**src/rtl/msg_pkg.sv**
```systemverilog
// rtl/msg_pkg.sv - shared character codes and sequencer state encoding
package msg_pkg;

    localparam int              CODE_W   = 4;
    localparam logic [CODE_W-1:0] CODE_DP  = 4'd10;
    localparam logic [CODE_W-1:0] CODE_MAX = 4'd10;

    typedef enum logic [1:0] {
        ST_IDLE = 2'd0,
        ST_SHOW = 2'd1,
        ST_GAP  = 2'd2
    } state_t;

endpackage

```
**src/rtl/msg_buffer.sv**
```systemverilog
// rtl/msg_buffer.sv - DEPTH x CODE_W message store, one write port, async read
module msg_buffer
    import msg_pkg::*;
#(
    parameter int DEPTH = 16
) (
    input  logic                     clk,
    input  logic                     we,
    input  logic [$clog2(DEPTH)-1:0] waddr,
    input  logic [CODE_W-1:0]        wdata,
    input  logic [$clog2(DEPTH)-1:0] raddr,
    output logic [CODE_W-1:0]        rdata
);

    logic [CODE_W-1:0] mem [DEPTH];

    always_ff @(posedge clk) begin
        if (we) begin
            mem[waddr] <= wdata;
        end
    end

    assign rdata = mem[raddr];

endmodule

```
**src/rtl/msg_sequencer.sv**
```systemverilog
// rtl/msg_sequencer.sv - plays a stored character message to a display; MSG_SEQUENCER_LOOP_EN enables looping
module msg_sequencer
    import msg_pkg::*;
#(
    parameter int DEPTH     = 16,
    parameter int GAP_TICKS = 2
) (
    input  logic                   clk,
    input  logic                   rst_n,
    input  logic                   tick,
    input  logic                   wr_en,
    input  logic [3:0]             wr_data,
    input  logic                   clear,
    input  logic                   play,
    input  logic                   stop,
    input  logic                   loop,
    input  logic [7:0]             dwell,
    output logic [3:0]             code,
    output logic                   blank,
    output logic                   busy,
    output logic                   done,
    output logic [$clog2(DEPTH):0] len,
    output logic                   err
);

    localparam int AW = $clog2(DEPTH);
    localparam int LW = AW + 1;

    state_t            state;
    logic [AW-1:0]     idx;
    logic [7:0]        timer;
    logic [7:0]        dwell_eff;
    logic [AW-1:0]     nxt_idx;
    logic [AW-1:0]     rd_addr;
    logic [CODE_W-1:0] rd_code;
    logic [CODE_W-1:0] rd_safe;
    logic              full;
    logic              wr_ok;
    logic              last;
    logic              step_now;
    logic              loop_active;

`ifdef MSG_SEQUENCER_LOOP_EN
    assign loop_active = loop;
`else
    logic unused_loop;
    assign unused_loop = loop;
    assign loop_active = 1'b0;
`endif

    assign dwell_eff = (dwell == 8'd0) ? 8'd1 : dwell;
    assign full      = (len == LW'(DEPTH));
    assign wr_ok     = wr_en && !busy && !clear && (wr_data <= CODE_MAX) && !full;
    assign last      = (({1'b0, idx} + LW'(1)) == len);
    assign nxt_idx   = last ? '0 : idx + AW'(1);
    // From IDLE the first character is fetched; otherwise the one after idx (wrapping on loop).
    assign rd_addr   = (state == ST_IDLE) ? '0 : nxt_idx;
    assign rd_safe   = (rd_code > CODE_MAX) ? '0 : rd_code;
    assign step_now  = tick && (timer == 8'd1) &&
                       ((state == ST_GAP) || ((state == ST_SHOW) && (GAP_TICKS == 0)));

    msg_buffer #(.DEPTH(DEPTH)) u_buffer (
        .clk   (clk),
        .we    (wr_ok),
        .waddr (len[AW-1:0]),
        .wdata (wr_data),
        .raddr (rd_addr),
        .rdata (rd_code)
    );

    always_ff @(posedge clk or negedge rst_n) begin
        if (!rst_n) begin
            state <= ST_IDLE;
            idx   <= '0;
            timer <= 8'd0;
            code  <= '0;
            blank <= 1'b1;
            busy  <= 1'b0;
            done  <= 1'b0;
            len   <= '0;
            err   <= 1'b0;
        end else begin
            done <= 1'b0;

            if (clear && !busy) begin
                len <= '0;
                err <= 1'b0;
            end else if (wr_en && !busy) begin
                if ((wr_data > CODE_MAX) || full) begin
                    err <= 1'b1;
                end else begin
                    len <= len + LW'(1);
                end
            end

            if (stop) begin
                state <= ST_IDLE;
                idx   <= '0;
                timer <= 8'd0;
                code  <= '0;
                blank <= 1'b1;
                busy  <= 1'b0;
            end else if (step_now) begin
                done <= last;
                if (last && !loop_active) begin
                    state <= ST_IDLE;
                    idx   <= '0;
                    timer <= 8'd0;
                    code  <= '0;
                    blank <= 1'b1;
                    busy  <= 1'b0;
                end else begin
                    state <= ST_SHOW;
                    idx   <= nxt_idx;
                    timer <= dwell_eff;
                    code  <= rd_safe;
                    blank <= 1'b0;
                end
            end else begin
                case (state)
                    ST_IDLE: begin
                        if (play && (len != '0)) begin
                            state <= ST_SHOW;
                            idx   <= '0;
                            timer <= dwell_eff;
                            code  <= rd_safe;
                            blank <= 1'b0;
                            busy  <= 1'b1;
                        end
                    end
                    ST_SHOW: begin
                        if (tick) begin
                            if (timer == 8'd1) begin
                                state <= ST_GAP;
                                timer <= 8'(GAP_TICKS);
                                blank <= 1'b1;
                            end else begin
                                timer <= timer - 8'd1;
                            end
                        end
                    end
                    ST_GAP: begin
                        if (tick) begin
                            timer <= timer - 8'd1;
                        end
                    end
                    default: begin
                        state <= ST_IDLE;
                        code  <= '0;
                        blank <= 1'b1;
                        busy  <= 1'b0;
                    end
                endcase
            end
        end
    end

endmodule

```
**config.mk**
```make
export PLATFORM = sky130hd
export DESIGN_NAME = msg_sequencer
export DESIGN_NICKNAME = d
export VERILOG_FILES = /design/src/rtl/msg_pkg.sv /design/src/rtl/msg_buffer.sv /design/src/rtl/msg_sequencer.sv
export SDC_FILE = /design/constraint.sdc
export NUM_CORES = 1
export LEC_CHECK = 0
export ABC_AREA = 1
export BUFFER_PORTS_ARGS = -buffer_cell sky130_fd_sc_hd__buf_2
export CORE_MARGIN = 5
export CORE_UTILIZATION = 44
export CTS_CLUSTER_SIZE = 25
export DETAILED_ROUTE_END_ITERATION = 12
export SLEW_MARGIN = 10
export SYNTH_ARGS = -nofsm -noshare
export SYNTH_HDL_FRONTEND = slang
export SYNTH_SLANG_ARGS = --single-unit
```
**constraint.sdc**
```tcl
create_clock -name clk -period 3 [get_ports clk]
set_input_delay 0.45 -clock clk [delete_from_list [all_inputs] [get_ports clk]]
set_output_delay 0.45 -clock clk [all_outputs]
set_load 0.05 [all_outputs]
```
==> impl_results.md, run 1 <==
* Proportion of synthesized area in mux cells at 0%
* X dimension of the die at 111.2 um
* Total die area at 12370 um^2
* Internal reg-to-reg setup slack at 0.29 ns
* Net count after synthesis at 502
* Max FO, Critical Path at 23
* Grt total ovfl at 0
* Relative contribution of the clock network to total power at 19.8%
* Combinational family with the most area after synthesis: simple AND/OR/NAND/NOR gates
* Input/output buffers at 31
* Total global routing track utilization at 17.04%
* Final routed DRC violation total at 0
* Clock latency of the later-clocked register in the worst-skew pair at 0.36 ns
* Sum of routed wire length over all layers at 10000 um
* Setup repair after global routing missed its margin: false
* Run status: finished clean
* Leading cell types by total area after synthesis: edfxtp_1 43%, dfrtp_1 14%, nand3_1 12%, nand2_1 6.9%, inv_1 4.1%
* Worst endpoint required time at 3.25 ns
* Wire per inst at 15.46 um
* Avg Synthesized Cell Area at 9.592 um^2
* Antenna-violating nets left at 0
* XOR/XNOR Fraction of Synth Area at 0.9714%
* Synthesized netlist cell count at 470
* Post-synthesis share of cell area spent on and, or, nand and nor gates at 25.34%
* EDFF count, synth at 64
* Placeable Area at 10140 um^2
* Combinational group share of total power at 43.9%
* Post-CTS Setup Bufs at 0
* Number of max-slew violations in the final report at 0
* Ratio of cells with drive above 1 in the final layout at 13.11%
* Synth warnings at 0
* Grt met3 use at 2.456%
* Most frequent cells after synthesis: 105 x nand3_1, 83 x nand2_1, 64 x edfxtp_1, 49 x inv_1, 39 x nor2_1
* Classification of the worst setup path: flip-flop to flip-flop
* Number of antenna violations at the first check in global routing at 0
* Via/cell ratio at 5.295
* Final-layout worst hold slack at 0.09556 ns
* Minimum clock period at 2.712 ns
* Met2 capacity usage during global routing at 27.30%
* GR Layer Usage met1 at 23.10%
* Share of total power consumed by net switching at 43.07%
* Compound-cell area share of the yosys netlist at 6.606%
* Vias after detailed routing at 3426
* Critical Path Source Type: flip-flop
* Most used standard cell by instance count after synthesis: nand3_1
* Start point of the critical path: state[0]$_DFFE_PN0P_
* Power dissipated by switching net loads at 1850 uW
* Grt peak-use layer: met2
* Synth-to-layout area growth at 11.30%
* Die height at 111.2 um
* Clock tree buffer depth at 2
* Maximum VDD drop at 392.4 uV
* Routability congestion estimate at 0.8559
* Nature of the critical path endpoint: flip-flop
* Vias in the first global route at 3450
* Ys async rst share at 29.67%
* CP Data Arrival Time at 2.96 ns
* CTS sink cnt at 91
* Synthesized-area fraction occupied by adder cells at 3.331%
* CTS H-tree lvls at 3
* Placed wire-length estimate after detailed placement at 7049 um
* Setup Viol. Count Final at 0
* Sequential Power Share at 36.3%
* Area share of the largest cell type after synthesis at 42.63%
* Count of state elements after synthesis at 91
* Period Utilization, post-route at 90.39%
* Final net count at 538
* Count of different cell masters after synthesis at 32
* Static Leak at 0.002061 uW
* Cell type with the largest total area after synthesis: edfxtp_1
* Crit Reg-Reg Startpoint: state[0]$_DFFE_PN0P_
* Slew of the pin with the lowest slew margin at 0.6316 ns
* First-pass iteration count of the detailed router at 4
* CTS Root Cell: clkbuf_8
* Internal power summed over all cells at 2445 uW
* Worst hold path type: input port to asynchronous set/reset pin
* Count of pins on the block boundary at 33
* # rows at 37
* Final setup skew at 0.01220 ns
* Top achievable clock speed at 368.8 MHz
* Max Cap Violations at 0
* TritonCTS clock tree: done
* Cell area after technology mapping at 4508 um^2
* Clock Pin Slew Worst Setup and Hold Paths at 0.10 ns
* Proportion of synthesized chip area in sequential cells at 57.65%
* Initial core utilization at 44.47%
* Clock buffers created by TritonCTS at 9
* Top_reg_cell synth: edfxtp_1
* Ant. Diodes at 0
* Maximum number of pins on one net before global-route repair at 33
* Total negative slack for setup checks at 0 ns
* Power per standard cell area at 855.9 nW/um^2
* Final hold viol count at 0
* Global-route wire length before repair at 17030 um
* Normalized max-slew margin at 57.89%
* DRC violation total after the first TritonRoute iteration at 202
sequential cells by signal, summed over array words and instances, names as in the netlist:
signal        cells
len               5
idx               4
busy              1
done              1
u_buffer.mem     64
blank             1
code              4
timer             8
state             2
err               1
what timing repair did:
action	CTS	global route
endpoints found under the setup margin	0	3
gates resized for setup	0	2
hold buffers	0	0
hold endpoints to repair	0	0
power groups by stage:
stage               clock network [uW]  logic (uW)  registers (uW)
floorplan                            0        1320            1730
global placement                     0        1840            1580
detailed placement                   0        1860            1590
CTS                                869        1870            1560
global route                       923        2130            1580
finish                             849        1890            1560
per-layer routing:
metal,share of wire [%],wire (um)
met4,2.7,273
met5,0,0
met3,4.0,396
met1,47,4681
met2,47,4650
worst max-delay path: stages (launching register included):
cell and delay [ns]:
dfrtp_1 0.40, inv_1 0.11, ha_1 0.26, nor2_2 0.50
buf_4 0.38, nand3_1 0.11, nand3_1 0.10, nand3_1 0.11
nand3_1 0.12, nand2_1 0.09, o21ai_1 0.19, nand2_1 0.09
nand2_1 0.07, nand2_1 0.05
path summary, 6_finish.rpt:
| kind | endpoint | depth (start not counted) |
|---|---|---|
| worst max-delay path | code[1]$_DFFE_PN0P_ | 13 |
| worst min-delay path | timer[5]$_DFFE_PN0P_ | 1 |
| worst max register to register | code[1]$_DFFE_PN0P_ | 13 |
| worst min register to register | code[1]$_DFFE_PN0P_ | 2 |
| max in group asynchronous | len[1]$_DFFE_PN0P_ | 1 |
| min in group clk | done$_DFF_PN0_ | 2 |
final cells by class:
class                           count  area [um^2]
Clock buffer                        9        123.9
Clock inverter                      7        77.57
Fill cell                         970         5121
Inverter                           52        195.2
Multi-Input combinational cell    315         1652
Sequential cell                    91         2599
Tap cell                          136        170.2
Timing Repair Buffer               37        200.2
logic make-up (layout without fill, tap and decap cells):
logic type,after synthesis,in the layout
compound gates,52,52
fa+ha+maj,12,12
flops,91,91
xor+xnor,5,5
buf+inv,64,105
simple gates,246,246
through the flow:
| step | power [uW] | std cells | setup WS, ns | util, % | area [um^2] |
|---|---|---|---|---|---|
| global placement | 3421 | 631 | 0.1522 | 47.35 | 4801 |
| detailed placement | 3449 | 631 | 0.1083 | 47.35 | 4801 |
| finish | 4294 | 647 | 0.2882 | 49.49 | 5017 |
| floorplan | 3052 | 470 | 0.6634 | - | 4508 |
| CTS | 4298 | 647 | 0.2419 | 49.34 | 5002 |
| global route | 4634 | 647 | 0.02661 | 49.49 | 5017 |
layout by cell type (no fill, tap or decap), drive strengths merged, types with 6 or more instances in the layout:
cell / netlist / layout
a21oi: 14 / 14
buf: 9 / 37
clkbuf: 3 / 9
dfrtp: 26 / 26
edfxtp: 64 / 64
ha: 12 / 12
inv: 52 / 53
nand2: 85 / 85
nand3: 107 / 107
nor2: 43 / 43
nor3: 6 / 6
o21ai: 18 / 18
o22ai: 11 / 11
Note: power is estimated with default switching activity, not from simulation.
==> run 2, diff against run 1 <==
--- a/config.mk
+++ b/config.mk
@@ -7,7 +7,8 @@
 export LEC_CHECK = 0
 export ABC_AREA = 1
 export BUFFER_PORTS_ARGS = -buffer_cell sky130_fd_sc_hd__buf_2
-export CORE_MARGIN = 5
+export CAP_MARGIN = 25
+export CORE_MARGIN = 3
 export CORE_UTILIZATION = 44
 export CTS_CLUSTER_SIZE = 25
 export DETAILED_ROUTE_END_ITERATION = 12
==> run 2 against run 1 <==
  * Total power is 2.5% lower
  * Cell count shrank 0.46%
  * Via count rose by 0.67%
  * Largest cell class unchanged
==> impl_results.md, run 2 (synthesis results as in run 1) <==
* Run status: finished clean
* Clock buffers created by TritonCTS at 9 (unchanged)
* DRC violation total after the first TritonRoute iteration at 383 (+90%)
* Finished Cell Area at 4986 um^2 (-0.62%)
* Final net count at 539 (+0.19%)
* Max FO, Critical Path at 14 (-39%)
* Largest registers ranked by flip-flop count: u_buffer.mem x64, timer x8, len x5
* CTS Root Cell: clkbuf_8
* Final setup skew at 0.008436 ns (-0.003760 ns)
* Critical-path top delay cell: dfrtp_1
* Routability congestion estimate at 0.9098 (+6.3%)
* Vias after detailed routing at 3449 (+0.67%)
* Cell count after placement at 626 (-0.79%)
* Initial core utilization at 45.70% (+1.2 points)
* Number of max-slew violations in the final report at 0 (unchanged)
* Total die area at 11500 um^2 (-7.1%)
* Setup repair after global routing missed its margin: false
* Static Leak at 0.002029 uW (-1.5%)
* Sum of routed wire length over all layers at 10490 um (+4.9%)
* Grt total ovfl at 0 (unchanged)
* Final routed DRC violation total at 0 (unchanged)
* Critical Path Source Type: flip-flop
* Placeable Area at 9864 um^2 (-2.7%)
* Max Cap Violations at 0 (unchanged)
* Vias in the first global route at 3296 (-4.5%)
* Worst hold path type: input port to asynchronous set/reset pin
* Slew of the pin with the lowest slew margin at 0.6664 ns (+0.03478 ns)
* Minimum clock period at 2.767 ns (+0.05554 ns)
* Period Utilization, post-route at 92.24% (+1.9 points)
* Commonest cells after routing, fill and taps aside: 105 x nand3_1, 83 x nand2_1, 64 x edfxtp_1
* Most common cell after layout, fill and taps aside: nand3_1
* Total global routing track utilization at 19.13% (+2.1 points)
* Ratio of cells with drive above 1 in the final layout at 13.31% (+0.20 points)
* Ant. Diodes at 0 (unchanged)
* Synth-to-layout area growth at 10.60%
* CTS H-tree lvls at 3 (unchanged)
* Power per standard cell area at 840.1 nW/um^2 (-1.8%)
* Classification of the worst setup path: flip-flop to flip-flop
* X dimension of the die at 107.2 um (-3.6%)
* Nature of the critical path endpoint: flip-flop
* Clock latency of the later-clocked register in the worst-skew pair at 0.37 ns (about the same)
* Top achievable clock speed at 361.4 MHz (-2.0%)
* Clock tree buffer depth at 2 (unchanged)
* Via/cell ratio at 5.356 (+1.1%)
* TritonCTS clock tree: done
* Number of antenna violations at the first check in global routing at 0 (unchanged)
* CP Cell Sequence: ha_2, inv_2, nand2_1, nand3_1, nor2_2, nand3_4, buf_4, nand3_2, buf_4, nand3_1, nand3_1, nand3_1, nand2_1, inv_2, o31ai_1
* Worst endpoint required time at 3.27 ns (+0.02 ns)
* Post-Place Setup Slack at 0.3027 ns (+0.1944 ns)
* Placed wire-length estimate after detailed placement at 7003 um (-0.65%)
* # rows at 36 (-2.7%)
* Total negative slack for setup checks at 0 ns (unchanged)
* CP Data Arrival Time at 3.04 ns (+0.08 ns)
* Count of pins on the block boundary at 33 (unchanged)
* Layout filler cell count at 953 (-1.8%)
* Max reg flops at 64 (unchanged)
* Total cell area at the placement stage at 4782 um^2 (-0.39%)
* Wire per inst at 16.29 um (+5.4%)
* Clock Pin Slew Worst Setup and Hold Paths at 0.09 ns (about the same)
* Maximum number of pins on one net before global-route repair at 33 (unchanged)
* Input/output buffers at 31 (unchanged)
* Die height at 107.2 um (-3.6%)
* Antenna-violating nets left at 0 (unchanged)
* Worst path setup slack after routing at 0.2327 ns (-0.05554 ns)
* First-pass iteration count of the detailed router at 5 (+1)
* Number of standard cells in the final layout excluding fillers at 644 (-0.46%)
* Register with the most flip-flops: u_buffer.mem
* Critical Path Most Common Cell: nand3_1
* Maximum VDD drop at 351.7 uV (-10%)
* Normalized max-slew margin at 55.58% (-2.3 points)
* Global-route wire length before repair at 16870 um (-0.93%)
* Setup Viol. Count Final at 0 (unchanged)
* Power consumption at 4189 uW (-2.5%)
* Final hold viol count at 0 (unchanged)
* CTS sink cnt at 91 (unchanged)
* Maximum single-stage delay on the critical path at 0.48 ns (-0.02 ns)
* Internal reg-to-reg setup slack at 0.23 ns (-0.06 ns)
## run 2: what timing repair did
item | CTS | global route
setup buffers | 0 | 2
setup endpoints to repair | 0 | 2
hold buffers | 0 | 0
gates resized for setup | 0 | 3
## run 2: final timing paths
| path | start | end | depth (start not counted) |
|---|---|---|---|
| max | idx[0]$_DFFE_PN0P_ | code[2]$_DFFE_PN0P_ | 15 |
| max in group asynchronous | rst_n | done$_DFF_PN0_ | 1 |
| min in group clk | stop | done$_DFF_PN0_ | 2 |
| min reg2reg | code[0]$_DFFE_PN0P_ | code[0]$_DFFE_PN0P_ | 2 |
| min | rst_n | state[1]$_DFFE_PN0P_ | 1 |
| max reg2reg | idx[0]$_DFFE_PN0P_ | code[2]$_DFFE_PN0P_ | 15 |
## run 2: worst max-delay path: cells and delay by family (launching register included)
family	cells	cell delay, ns
buf+inv	4	0.53
simple gates	9	1.02
compound gates	1	0.19
flops	1	0.48
fa+ha+maj	1	0.45
## run 2: layer usage
layer	global-route usage, %	share of wire [%]	up-vias
met2	29.13	45	93
met4	6.301	1.6	0
met3	4.395	4.8	14
li1	-	-	1700
met5	0	0	-
met1	27.08	48	1642
## run 2: per-stage QoR
stage / hold WS (ns) / util (%)
after global routing: 0.1338 / 50.55
final: 0.1053 / 50.55
after CTS: 0.1111 / 50.15
after detailed placement: 0.4730 / 48.48
after floorplan: 0.1544 / -
after global placement: 0.4660 / 48.48
## run 2: power by group
part,switching (uW),internal [uW],leakage (uW)
sequential,93.6,1470,0.000938
combinational,1300,581,0.00102
clock,447,301,0.0000753
total,1840,2350,0.00203
## run 2: layout make-up
type / count / area, um^2 / area share, %
tap: 133 / 166.4 / 3.338
timing repair buffer: 37 / 200.2 / 4.015
inverter: 52 / 195.2 / 3.915
clock buffer: 10 / 127.6 / 2.560
clock inverter: 5 / 37.54 / 0.7528
sequential: 91 / 2599 / 52.12
multi-input combinational: 316 / 1660 / 33.30
==> run 3, diff against run 2 <==
--- a/config.mk
+++ b/config.mk
@@ -12,6 +12,7 @@
 export CORE_UTILIZATION = 44
 export CTS_CLUSTER_SIZE = 25
 export DETAILED_ROUTE_END_ITERATION = 12
+export GPL_TIMING_DRIVEN = 0
 export SLEW_MARGIN = 10
 export SYNTH_ARGS = -nofsm -noshare
 export SYNTH_HDL_FRONTEND = slang
==> constraint.sdc (replaced) <==
create_clock -name clk -period 3.4 [get_ports clk]
set_input_delay 0.51 -clock clk [delete_from_list [all_inputs] [get_ports clk]]
set_output_delay 0.51 -clock clk [all_outputs]
set_load 0.05 [all_outputs]
==> run 3 against run 2 <==
  * Combinational power fell by 7%
  * Sequential power down 12%
  * Hold slack better by 0.057 ns
  * Fmax up 2.0%
  * Largest power group unchanged
  * Setup slack gained 0.45 ns
  * Critical path type unchanged
  * Core utilization is 0.46 points higher
  * Non-clock buffer count increased by 6
  * First-iteration DRC count is 24% lower
==> impl_results.md, run 3 (synthesis results as in run 1) <==
* Ant. Diodes at 0 (unchanged)
* Layout filler cell count at 927 (-2.7%)
* Clock tree buffer depth at 2 (unchanged)
* Maximum VDD drop at 398.7 uV (+13%)
* Largest registers ranked by flip-flop count: u_buffer.mem x64, timer x8, len x5
* CTS H-tree lvls at 3 (unchanged)
* Critical Path Source Type: flip-flop
* Nature of the critical path endpoint: flip-flop
* Count of pins on the block boundary at 33 (unchanged)
* CP Data Arrival Time at 2.98 ns (-0.06 ns)
* Internal power summed over all cells at 2194 uW (-6.7%)
* # resized after CTS at 0 (unchanged)
* Power dissipated by switching net loads at 1678 uW (-8.7%)
* Final setup skew at 0.008721 ns (+0.0002846 ns)
* # rows at 36 (unchanged)
* DRC violation total after the first TritonRoute iteration at 290 (-24%)
* Minimum clock period at 2.714 ns (-0.05353 ns)
* Storage cell area at 2599 um^2 (unchanged)
* Sequential Power Share at 35.6% (-1.7 points)
* X dimension of the die at 107.2 um (unchanged)
* Run status: finished clean
* Number of antenna violations at the first check in global routing at 0 (unchanged)
* Cell count after placement at 634 (+1.3%)
* Register with the most flip-flops: u_buffer.mem
* Placed wire-length estimate after detailed placement at 7670 um (+9.5%)
* Max reg flops at 64 (unchanged)
* Static Leak at 0.002072 uW (+2.1%)
* Most common cell after layout, fill and taps aside: nand3_1
* Total global routing track utilization at 19.62% (+0.49 points)
* Max Cap Violations at 0 (unchanged)
* Normalized max-slew margin at 58.08% (+2.5 points)
* Max FO, Critical Path at 10 (-4)
* Setup repair after global routing missed its margin: false
* Commonest cells after routing, fill and taps aside: 105 x nand3_1, 83 x nand2_1, 64 x edfxtp_1
* Die height at 107.2 um (unchanged)
* Area used by multi-input combinational logic at 1634 um^2 (-1.6%)
* Input/output buffers at 31 (unchanged)
* Power per standard cell area at 769.5 nW/um^2 (-8.4%)
* First-pass iteration count of the detailed router at 6 (+1)
* Period Utilization, post-route at 79.82% (-12 points)
* Placeable Area at 9864 um^2 (unchanged)
* Routability congestion estimate at 0.9054 (-0.48%)
* TritonCTS clock tree: done
* Slew of the pin with the lowest slew margin at 0.6288 ns (-0.03761 ns)
* Clock buffers created by TritonCTS at 9 (unchanged)
* Initial core utilization at 45.70% (unchanged)
* Number of max-slew violations in the final report at 0 (unchanged)
* Synth-to-layout area growth at 11.60%
* Post-CTS Setup Bufs at 0 (unchanged)
* Classification of the worst setup path: flip-flop to flip-flop
* Antenna-violating nets left at 0 (unchanged)
* Total die area at 11500 um^2 (unchanged)
* Number of buffers added to fix hold violations after cts at 0 (unchanged)
* Final routed DRC violation total at 0 (unchanged)
* Vias after detailed routing at 3539 (+2.6%)
* Vias in the first global route at 3383 (+2.6%)
* Clock Pin Slew Worst Setup and Hold Paths at 0.09 ns (about the same)
* Maximum number of pins on one net before global-route repair at 28 (-15%)
* CTS sink cnt at 91 (unchanged)
* Worst hold path type: input port to asynchronous set/reset pin
* Grt total ovfl at 0 (unchanged)
* Global-route wire length before repair at 17190 um (+1.9%)
* Clock latency of the later-clocked register in the worst-skew pair at 0.36 ns (about the same)
* Relative contribution of the clock network to total power at 19.3% (+1.4 points)
* Via/cell ratio at 5.445 (+1.7%)
* Share of total power consumed by net switching at 43.33% (-0.52 points)
* Final hold viol count at 0 (unchanged)
* Sum of routed wire length over all layers at 10650 um (+1.5%)
* CTS Root Cell: clkbuf_8
* Combinational group share of total power at 45.1% (+0.3 points)
* Wire per inst at 16.39 um (+0.59%)
* Number of standard cells in the final layout excluding fillers at 650 (+0.93%)
* Final net count at 544 (+0.93%)
* Top achievable clock speed at 368.5 MHz (+2.0%)
* Ratio of cells with drive above 1 in the final layout at 13.15% (-0.15 points)
* Total negative slack for setup checks at 0 ns (unchanged)
* Setup Viol. Count Final at 0 (unchanged)
* Worst endpoint required time at 3.67 ns (+0.40 ns)
==> run 3: layout make-up <==
class | instances | area share, %
timing repair buffer | 31 | 3.084
clock buffer | 10 | 2.537
inverter | 52 | 3.880
sequential | 91 | 51.65
clock inverter | 6 | 1.467
multi-input combinational | 315 | 32.48
buffer | 12 | 1.592
tap | 133 | 3.308
==> run 3: worst max-delay path: stages, from the launching register on <==
cell and delay (ns):
dfrtp_1 0.47, ha_1 0.41, inv_2 0.08, nand2_1 0.06
nand3_1 0.11, nor2_2 0.15, nand3_4 0.20, nand3_4 0.18
buf_2 0.26, nand3_1 0.13, nand3_1 0.15, nand3_1 0.09
nand2_1 0.10, inv_2 0.05, o31ai_1 0.18
==> run 3: through the flow <==
step / hold slack [ns] / instance area, um^2 / util, % / setup WS, ns / power, uW
global placement: 0.4608 / 4830 / 48.96 / 0.7177 / 3120
global route: 0.1853 / 5031 / 51.00 / 0.4128 / 4157
finish: 0.1618 / 5031 / 51.00 / 0.6862 / 3872
floorplan: 0.2144 / 4508 / - / 1.063 / 2693
detailed placement: 0.4619 / 4830 / 48.96 / 0.6857 / 3146
CTS: 0.1671 / 5031 / 51.00 / 0.6685 / 3892
==> run 3: final timing paths <==
kind	depth (start not counted)	start	end	slack [ns]
min in group clk	2	stop	done$_DFF_PN0_	0.38
setup / recovery	14	idx[0]$_DFFE_PN0P_	code[2]$_DFFE_PN0P_	0.69
max in group asynchronous	1	rst_n	state[0]$_DFFE_PN0P_	2.83
hold / removal	1	rst_n	timer[5]$_DFFE_PN0P_	0.16
hold reg to reg	2	code[0]$_DFFE_PN0P_	code[0]$_DFFE_PN0P_	0.48
setup reg to reg	14	idx[0]$_DFFE_PN0P_	code[2]$_DFFE_PN0P_	0.69
==> run 3: power groups by stage <==
stage                     registers [uW]  clock network (uW)  logic [uW]
final                               1380                 747        1750
after global routing                1390                 810        1960
after CTS                           1380                 766        1750
after detailed placement            1400                   0        1740
after global placement              1400                   0        1720
after floorplan                     1530                   0        1160
==> run 3: metal layers <==
metal / GRT usage, % / up-vias / part of all wire, %
met5: 0 / - / 0
met2: 29.40 / 117 / 44
met3: 3.672 / 16 / 7.1
met1: 27.97 / 1696 / 47
met4: 8.311 / 0 / 2.0
li1: - / 1710 / -
